### src/rtl/debug_sequencer.sv
`default_nettype none
//============================================================================
// Module      : debug_sequencer
// Description : UART-driven debug controller for a pipelined core. Single
//               byte commands start a continuous run, advance the pipeline
//               by one clock, or dump the debug words without advancing.
//               Every run/step ends in a dump of NUM_WORDS 32-bit words,
//               sent as bytes MSB first, one tx_start per byte.
// Revision    : 1.0 - initial release
//============================================================================
module debug_sequencer #(
    parameter int          NUM_WORDS = 48,
    parameter logic [7:0]  CMD_CONT  = 8'h63,
    parameter logic [7:0]  CMD_STEP  = 8'h73,
    parameter logic [7:0]  CMD_DUMP  = 8'h64
) (
    input  logic        clk,
    input  logic        reset,
    input  logic [7:0]  rx_data,
    input  logic        rx_done_tick,
    output logic [7:0]  tx_data,
    output logic        tx_start,
    input  logic        tx_done_tick,
    input  logic        halt,
    output logic        ena_pip,
    output logic [5:0]  word_sel,
    input  logic [31:0] word_data,
    output logic [7:0]  led
);

    // State encoding
    localparam logic [2:0] c_st_idle      = 3'd0;
    localparam logic [2:0] c_st_run       = 3'd1;
    localparam logic [2:0] c_st_step      = 3'd2;
    localparam logic [2:0] c_st_dump_load = 3'd3;
    localparam logic [2:0] c_st_dump_send = 3'd4;
    localparam logic [2:0] c_st_dump_wait = 3'd5;

    // Index of the final word of a dump
    localparam logic [5:0] c_last_word = 6'(NUM_WORDS - 1);
    // Index of the final byte within a word
    localparam logic [1:0] c_last_byte = 2'd3;

    logic [2:0]  r_state;
    logic [2:0]  w_state_nxt;
    logic [5:0]  r_word_idx;
    logic [1:0]  r_byte_idx;
    logic [31:0] r_shift;
    logic        r_halted;
    logic [7:0]  r_tx_data;

    logic        w_in_dump;
    logic        w_start_dump;

    // A dump begins whenever a non-dump state hands over to DUMP_LOAD
    assign w_in_dump    = (r_state == c_st_dump_load) ||
                          (r_state == c_st_dump_send) ||
                          (r_state == c_st_dump_wait);
    assign w_start_dump = !w_in_dump && (w_state_nxt == c_st_dump_load);

    // Next-state decode; commands are only honoured while idle
    always_comb begin
        w_state_nxt = r_state;
        case (r_state)
            c_st_idle: begin
                if (rx_done_tick) begin
                    if (rx_data == CMD_CONT && !r_halted) begin
                        w_state_nxt = c_st_run;
                    end else if (rx_data == CMD_STEP) begin
                        w_state_nxt = c_st_step;
                    end else if (rx_data == CMD_DUMP) begin
                        w_state_nxt = c_st_dump_load;
                    end
                end
            end
            c_st_run: begin
                if (halt) begin
                    w_state_nxt = c_st_dump_load;
                end
            end
            c_st_step: begin
                w_state_nxt = c_st_dump_load;
            end
            c_st_dump_load: begin
                w_state_nxt = c_st_dump_send;
            end
            c_st_dump_send: begin
                w_state_nxt = c_st_dump_wait;
            end
            c_st_dump_wait: begin
                if (tx_done_tick) begin
                    if (r_byte_idx != c_last_byte) begin
                        w_state_nxt = c_st_dump_send;
                    end else if (r_word_idx != c_last_word) begin
                        w_state_nxt = c_st_dump_load;
                    end else begin
                        w_state_nxt = c_st_idle;
                    end
                end
            end
            default: begin
                w_state_nxt = c_st_idle;
            end
        endcase
    end

    // State, dump indices, shift register, sticky halt flag and tx byte
    always_ff @(posedge clk or negedge reset) begin
        if (!reset) begin
            r_state    <= c_st_idle;
            r_word_idx <= 6'd0;
            r_byte_idx <= 2'd0;
            r_shift    <= 32'd0;
            r_halted   <= 1'b0;
            r_tx_data  <= 8'd0;
        end else begin
            r_state <= w_state_nxt;

            if (r_state == c_st_run && halt) begin
                r_halted <= 1'b1;
            end

            if (w_start_dump) begin
                r_word_idx <= 6'd0;
                r_byte_idx <= 2'd0;
            end

            // tx_data is loaded on the edge entering DUMP_SEND so it stays
            // stable from one DUMP_SEND to the next
            if (r_state == c_st_dump_load) begin
                r_shift   <= word_data;
                r_tx_data <= word_data[31:24];
            end

            if (r_state == c_st_dump_wait && tx_done_tick) begin
                if (r_byte_idx != c_last_byte) begin
                    r_byte_idx <= r_byte_idx + 2'd1;
                    r_shift    <= {r_shift[23:0], 8'd0};
                    r_tx_data  <= r_shift[23:16];
                end else if (r_word_idx != c_last_word) begin
                    r_word_idx <= r_word_idx + 6'd1;
                    r_byte_idx <= 2'd0;
                end
            end
        end
    end

    // Outputs decoded from state; all fall to zero while reset is low
    always_comb begin
        ena_pip  = ((r_state == c_st_run) && !halt) || (r_state == c_st_step);
        tx_start = (r_state == c_st_dump_send);
        tx_data  = r_tx_data;
        word_sel = r_word_idx;
        led      = {5'd0, r_halted, w_in_dump, (r_state == c_st_run)};
    end

endmodule
`default_nettype wire

### config.mk
export PLATFORM = sky130hd
export DESIGN_NAME = debug_sequencer
export DESIGN_NICKNAME = d
export VERILOG_FILES = /design/src/rtl/debug_sequencer.sv
export SDC_FILE = /design/constraint.sdc
export NUM_CORES = 1
export LEC_CHECK = 0
export ABC_AREA = 1
export BUFFER_PORTS_ARGS = -buffer_cell sky130_fd_sc_hd__buf_4
export CORE_MARGIN = 5
export CORE_UTILIZATION = 50
export DETAILED_ROUTE_END_ITERATION = 10
export PLACE_DENSITY = 0.77
export SYNTH_ARGS = -nofsm -noshare
export SYNTH_HDL_FRONTEND = slang
export SYNTH_SLANG_ARGS = --single-unit
### constraint.sdc
create_clock -name clk -period 4.6 [get_ports clk]
set_input_delay 0.92 -clock clk [delete_from_list [all_inputs] [get_ports clk]]
set_output_delay 0.92 -clock clk [all_outputs]
set_load 0.01 [all_outputs]
* Word level (Yosys, flattened, before mapping)
Index checks and enable logic that the tools add are counted.
Widths: inputs -> output; s select.
** Operators by class
- Mux-type cells :: 23
- Equality and inequality tests :: 11
- Add/subtract/negate cells :: 2
- Reductions and logical operators :: 12
** Operator list (number)
- $mux 32 :: 3
- $eq 8x7->1 const B :: 3
- $mux 6 :: 4
- $mux 8 :: 3
- $mux 3 :: 7
- $pmux 3 s6 :: 1
- $mux 2 :: 5
- $eq 3x2->1 const B :: 3
- $add 6x1->6 const B :: 1
- $eq 3x3->1 const B :: 2
- $ne 6x6->1 const B :: 1
- $logic_and 1x1->1 :: 5
- $eq 3x1->1 const B :: 1
- $logic_not 1->1 :: 3
- $logic_not 3->1 :: 1
- $logic_or 1x1->1 :: 3
- $add 2x1->2 const B :: 1
- $ne 2x2->1 const B :: 1
** Word-level totals
- Flip-flop bits (word level) :: 52
- Bits of input ports :: 45
- Logic and storage cells :: 54

* Depth between registers and ports, before layout
Gate-level depths: netlist of run 1.
- Depth in word-level cells :: 12
- Gate-level depth with buffers :: 12
- Mapped depth without buffers :: 12

* Worst setup path after synthesis of run 1
No wires, ideal clock.
- Path kind :: reg2out
- Start :: register r_state[0]
- End :: output port led[1]
- Stages on the path, launching flop included :: 8
- Slack :: 2378 ps
- Arrival time :: 1302 ps
- Cells stage by stage :: dfrtp_1 buf_4 nor3_1 inv_1 nand2_1 nor2_1 inv_1 buf_4
** On the way
- Cells in the longest elaborated chain, start to end :: 3
- Elaborated cells on any way between the ends :: 5
- Those cells by class :: 3 x eq/ne; 2 x reduce/logical
** RTL lines
- start: declaration :: line 44 : logic [2:0] r_state;
- start signal: assignment :: line 110 : r_state <= c_st_idle;
- start signal: assignment :: line 117 : r_state <= w_state_nxt;
- $eq 3x3->1
- net tx_start :: line 22 : output logic tx_start,
- $logic_or 1x1->1 :: line 56 : assign w_in_dump = (r_state == c_st_dump_load) ||
- $logic_or 1x1->1 :: line 57 : (r_state == c_st_dump_send) ||
- end: declaration :: line 28 : output logic [7:0] led
The timed path passes the listed nets, and every way through them passes these cells.

* Worst setup path after layout of run 1
- Start :: register r_state[0]
- End :: output port led[1]
** On the way
- Cells in the longest elaborated chain, start to end :: 3
- Elaborated cells on any way between the ends :: 5
- Those cells by class :: 3 x eq/ne; 2 x reduce/logical
** RTL lines (line)
- $eq 3x2->1 / $eq 3x3->1 (equally long branches) :: 56, 57
- $logic_or 1x1->1 :: 56
- $logic_or 1x1->1 * :: 57
Every way passes the cells marked *; elsewhere a longest branch is shown, timed or not.

==> flow_metrics.tcl, run 1 <==
set metrics [dict create \
    async_flop_share 1.00 \
    cts_tree "done" \
    syn_area_um2 2560 \
    p_int_mw 1.03 \
    r2r-end "r_shift[9]" \
    arrival_ns 1.78 \
    core_um2 5040 \
    fin_crit_ns 2.70 \
    crit_type "register to output pin" \
    routed_wirelength_mm 5.35 \
    path_max_fanout 16 \
    synth.avg_cell_area_um2 8.57 \
    cp-start-kind "register" \
    synth-xor-area-share 0.0137 \
    grt_usage 0.175 \
    dieWidth_um 81.6 \
    crit_path_cell_trace "nor3_1 -> inv_1 -> nand2_1 -> nor2_1 -> inv_1 -> buf_4" \
    critical_path_depth 6 \
    drt-initial-drc-count 98 \
    gp_congestion 0.792 \
    cts-resized-gates 0 \
    hpwl_mm 3.91 \
    worstSkewPairLatency_ns 0.30 \
    setup_viol 0 \
    slowest_stage "dfrtp_1" \
    grt_antenna_before_repair 0 \
    p_switching_uw 698 \
    nets 400 \
    hold_viol 0 \
    fin_skew_ns 0.00701 \
    ys_seq_area_frac 0.429 \
    rows 26 \
    synth-simple-area-share 0.246 \
    grt_pass1_vias 1910 \
    path_clk_slew_ns 0.09 \
    yosysTopAreaCellShare 0.429 \
    cts-root-buf "clkbuf_8" \
    worst-path-buf-inv 3 \
    combPwrFrac 0.463 \
    relSlewSlack 0.612 \
    ys_ff_latch 44 \
    slowest_delay_ns 0.72 \
    critPathTopFamily "flip-flops" \
    setup_ws_ns 1.90 \
    crit-reg2reg-launch "r_state[0]" \
    final_max_slew_viol_count 0 \
    tns_ns 0 \
    regArea_um2 1100 \
    synthDistinctLibCells 35 \
    wl_per_cell_um 12.6 \
    via_count 2075 \
    hp-class "register to register" \
    synth-main-ff-cell "dfrtp_1" \
    synth_edf_count 0 \
    multi_input_area_um2 1160 \
    cpMostUsedCell "inv_1" \
    peakVddDrop_v 0.000242 \
    cts_sinks 44 \
    nFillCells 453 \
    status "completed" \
    portBuffers 63 \
    clk_path_buf_depth 2 \
    rsz0062_at_grt "false" \
    seqPwrFrac 0.396 \
    worstPathRequired_ns 3.68 \
    pre_cts_ws_ns 2.24 \
    grt_pass1_wl_mm 8.90 \
    die_height_um 81.6 \
    grt_max_degree 46 \
    synth_compound_area_frac 0.139 \
    synth_top_cell_by_area "dfrtp_1" \
    cp-endpoint "led[1]" \
    synthAdderAreaFrac 0.00976 \
    areaGrowthSynthToFinish_pct 20.2 \
    initial_core_util 0.508 \
    htree_levels 2 \
    numCtsBuffers 5 \
    syn_inst 299 \
    period_share 0.586 \
    clock.fmax_ghz 0.371 \
    tightest_slew_ns 0.582 \
    ant_nets 0 \
    num_io_pins 69 \
    synth_top_family_by_area "simple AND/OR/NAND/NOR gates" \
    leakagePower_nw 1.61 \
    pwr-share-clk 0.141 \
    via_per_inst 4.89 \
    cts_hold_buf 0 \
    route.detailed.drc 0 \
    synth-warning-count 0 \
    hold_start "r_shift[8]" \
    reg2reg_setup_slack_ns 2.54 \
    drtPass1Iterations 4 \
    cap_violations 0 \
    ys_top_cells_by_area "dfrtp_1, nand2_1, inv_1, mux2_2, a31oi_2" \
    layout-drive-gt1-share 0.336 \
    power_density_nw_per_um2 561 \
    synthMuxAreaShare 0.0351 \
    cp-startpoint "r_state[0]" \
    r2r_cells 7 \
    dieArea_um2 6660 \
    postCtsSetupBuffers 0 \
    gr-total-overflow 0 \
    endpoint_kind "output pin" \
    diodes 0 \
    sw_frac_of_total 0.404 \
]
## final cells by class
| type | count | area share |
|---|---|---|
| clock inverters | 3 | 0.00609 |
| multi-input cells | 196 | 0.375 |
| clock buffers | 5 | 0.0223 |
| flip-flops and latches | 44 | 0.357 |
| repair buffers | 64 | 0.156 |
| well taps | 70 | 0.0284 |
| inverters | 42 | 0.0544 |
## worst min-delay path: cells and delay by family, from the launching register on
| kind | cells | cell delay [ns] |
|---|---|---|
| simple gates | 1 | 0.05 |
| flops | 1 | 0.35 |
| compound gates | 1 | 0.06 |
## synthesized netlist by cell type, types with 4 or more instances
cell type / instances
a31oi_2: 6
dfrtp_1: 44
inv_1: 39
nor2_2: 7
o21ai_2: 8
buf_6: 4
o21ai_0: 14
a31oi_1: 6
nand4_1: 12
nand3_1: 8
o211ai_2: 6
buf_4: 8
nand2_1: 77
nor2_1: 17
mux2_2: 8
clkbuf_1: 5
## worst min path at each step
stage / endpoint / depth (start not counted)
after floorplan: r_halted / 2
after global placement: r_shift[17] / 2
after detailed placement: r_shift[16] / 2
after CTS: r_shift[16] / 2
after global routing: r_shift[17] / 2
final: r_shift[16] / 2
## flip-flops by register name (all words and copies together) (netlist names)
register    cells
r_byte_idx      2
r_halted        1
r_shift        24
r_state         3
tx_data         8
word_sel        6
## power by group through the flow
stage / Combinational [mW] / Clock, mW / Sequential, mW
after detailed placement: 0.806 / 0 / 0.690
after CTS: 0.811 / 0.251 / 0.683
after global placement: 0.781 / 0 / 0.678
after floorplan: 0.649 / 0 / 0.652
after global routing: 0.911 / 0.270 / 0.705
final: 0.801 / 0.244 / 0.684
## placed cells by master (no fill, tap or decap), drive strengths merged, types with 6 or more instances in the layout
cell / n
nand2: 80
buf: 64
dfrtp: 44
inv: 42
nor2: 26
o21ai: 24
nand4: 12
a31oi: 12
nand3: 11
mux2: 8
o211ai: 6
## routing by layer
layer / share of wire / GRT usage
met1: 0.46 / 0.236
met2: 0.48 / 0.272
met3: 0.049 / 0.0417
met4: 0.017 / 0.0681
met5: 0 / 0
## kinds of logic (layout without fill, tap and decap cells)
kind of cell	count (synthesis)	after routing
muxes	8	8
xor gates and xnor gates	4	4
buffers and inverters	63	114
adders and majority gates	2	2
other	1	5
and+or+nand+nor	132	132
AOI/OAI and AO/OA	45	45
DFF	44	44
## per-stage QoR
stage | util | cell area, µm² | power [mW] | hold slack (ns) | std cells
2_1_floorplan | - | 2580 | 1.30 | 0.448 | 303
3_3_place_gp | 0.594 | 2990 | 1.46 | 0.463 | 416
3_5_place_dp | 0.594 | 2990 | 1.50 | 0.470 | 416
4_1_cts | 0.611 | 3080 | 1.74 | 0.491 | 424
5_1_grt | 0.611 | 3080 | 1.89 | 0.543 | 424
6_report | 0.611 | 3080 | 1.73 | 0.490 | 424
(Power assumes the default switching activity.)
==> run 2, diff against run 1 <==
==> constraint.sdc (replaced) <==
create_clock -name clk -period 2.5 [get_ports clk]
set_input_delay 0.5 -clock clk [delete_from_list [all_inputs] [get_ports clk]]
set_output_delay 0.5 -clock clk [all_outputs]
set_load 0.01 [all_outputs]
==> run 2 against run 1 <==
Compared with the run above:
- clock power rose by 75%
- final area barely moved
- via count decreased by 1.3%
- count of clock-buffer cells in the layout is the same
- sequential share of layout area about the same
- global-route usage fell by 0.52 points
- critical path depth is the same
- sequential power is 81% higher
- flip-flop and latch count did not move
- first-iteration DRC count rose by 72%
- clock skew about the same
- power rose by 84%
- critical path type unchanged
- critical endpoint unchanged
- largest power group unchanged
==> flow_metrics.tcl, run 2 (synthesis results as in run 1) <==
set metrics [dict create \
    num_io_pins 69 \
    postCtsSetupBuffers 0 \
    cap_violations 0 \
    layout-drive-gt1-share 0.336 \
    route.detailed.drc 0 \
    final_cell_area_um2 3080 \
    wl_per_cell_um 12.7 \
    peakVddDrop_v 0.000629 \
    p_switching_mw 1.27 \
    hp-class "input port to async pin" \
    mostFrequentLayoutCells "nand2_1, buf_4, dfrtp_1" \
    cts_tree "done" \
    cts-root-buf "clkbuf_8" \
    sw_frac_of_total 0.401 \
    clk_path_buf_depth 2 \
    tightest_slew_ns 0.596 \
    arrival_ns 1.77 \
    clock.fmax_ghz 0.440 \
    pwr-share-clk 0.134 \
    grt_max_degree 46 \
    combPwrFrac 0.476 \
    tns_ns 0 \
    grt_antenna_before_repair 0 \
    areaGrowthSynthToFinish_pct 20.2 \
    via_per_inst 4.83 \
    setup_viol 0 \
    ant_nets 0 \
    layout_commonest_cell "nand2_1" \
    path_clk_slew_ns 0.08 \
    cts_hold_buf 0 \
    worstSkewPairLatency_ns 0.29 \
    rsz0062_at_grt "false" \
    wl_met2_mm 2.64 \
    numCtsBuffers 5 \
    place_area_um2 3000 \
    grt_pass1_vias 1915 \
    power_density_nw_per_um2 1030 \
    cp-start-kind "register" \
    gr-total-overflow 0 \
    leakagePower_nw 1.61 \
    relSlewSlack 0.602 \
    path_max_fanout 17 \
    dieWidth_um 81.6 \
    fin_crit_ns 2.27 \
    via_count 2047 \
    p_int_mw 1.90 \
    seqPwrFrac 0.390 \
    nFillCells 458 \
    grt_usage 0.170 \
    hold_viol 0 \
    hpwl_mm 3.96 \
    hold_slack_ns 0.192 \
    cts-resized-gates 0 \
    gp_congestion 0.884 \
    drt-initial-drc-count 169 \
    core_um2 5040 \
    htree_levels 2 \
    largest_register_ffs 24 \
    diodes 0 \
    rows 26 \
    nets 401 \
    die_height_um 81.6 \
    endpoint_kind "output pin" \
    portBuffers 63 \
    period_share 0.909 \
    initial_core_util 0.508 \
    drtPass1Iterations 4 \
    grt_pass1_wl_mm 8.82 \
    status "completed" \
    routed-wl-met3_um 231 \
    crit_type "register to output pin" \
    largest-register "r_shift" \
    final_max_slew_viol_count 0 \
    drt-met1-wl_mm 2.46 \
    fin_skew_ns 0.00685 \
    routed_wirelength_mm 5.37 \
    dieArea_um2 6660 \
    highest_layer "met4" \
    worstPathRequired_ns 2.00 \
    cts_sinks 44 \
]
[run 2: cell count changes in the layout (fill, tap and decap cells not counted), sizes merged]
cell / delta
clkinv: -2
buf: +1
clkinvlp: +1
[run 2: per-layer routing]
layer,global-route usage,vias up
met1,0.226,932
met2,0.282,43
li1,-,1070
met5,0,-
met3,0.0351,2
met4,0.0449,0
[run 2: path summary, 6_finish.rpt]
check,cells past startpoint,slack (ns),endpoint,start
min in group clk,3,0.46,tx_data[4],word_data[28]
setup reg to reg,6,0.56,r_shift[8],r_state[1]
setup / recovery,6,0.23,led[1],r_state[1]
hold / removal,1,0.19,word_sel[5],reset
max in group asynchronous,1,1.90,tx_data[3],reset
hold reg to reg,2,0.51,r_shift[20],r_shift[12]
[run 2: worst max-delay path: stages, from the launching register on]
cell and delay, ns:
dfrtp_1 0.73, nor3_1 0.14, inv_1 0.13, nand2_1 0.06, nor2_1 0.21, inv_1 0.07, buf_4 0.14
[run 2: power by group through the flow]
stage / registers [mW] / logic [mW] / clock network [mW]
finish: 1.24 / 1.51 / 0.426
global route: 1.27 / 1.72 / 0.463
CTS: 1.24 / 1.53 / 0.437
detailed placement: 1.25 / 1.53 / 0
global placement: 1.24 / 1.47 / 0
floorplan: 1.20 / 1.19 / 0
[run 2: final cells by class]
cell class | count | area (µm²) | area share
multi-input combinational | 196 | 1160 | 0.375
clock inverter | 2 | 12.5 | 0.00406
inverter | 42 | 168 | 0.0544
sequential | 44 | 1100 | 0.357
clock buffer | 5 | 68.8 | 0.0223
tap | 70 | 87.6 | 0.0284
timing repair buffer | 65 | 488 | 0.158
[run 2: metrics by stage]
step	setup WS, ns	power (mW)	instances	utilization
global route	0.126	3.45	424	0.611
global placement	0.642	2.71	417	0.595
detailed placement	0.547	2.78	417	0.595
floorplan	0.698	2.39	303	-
finish	0.226	3.18	424	0.611
CTS	0.229	3.21	424	0.611
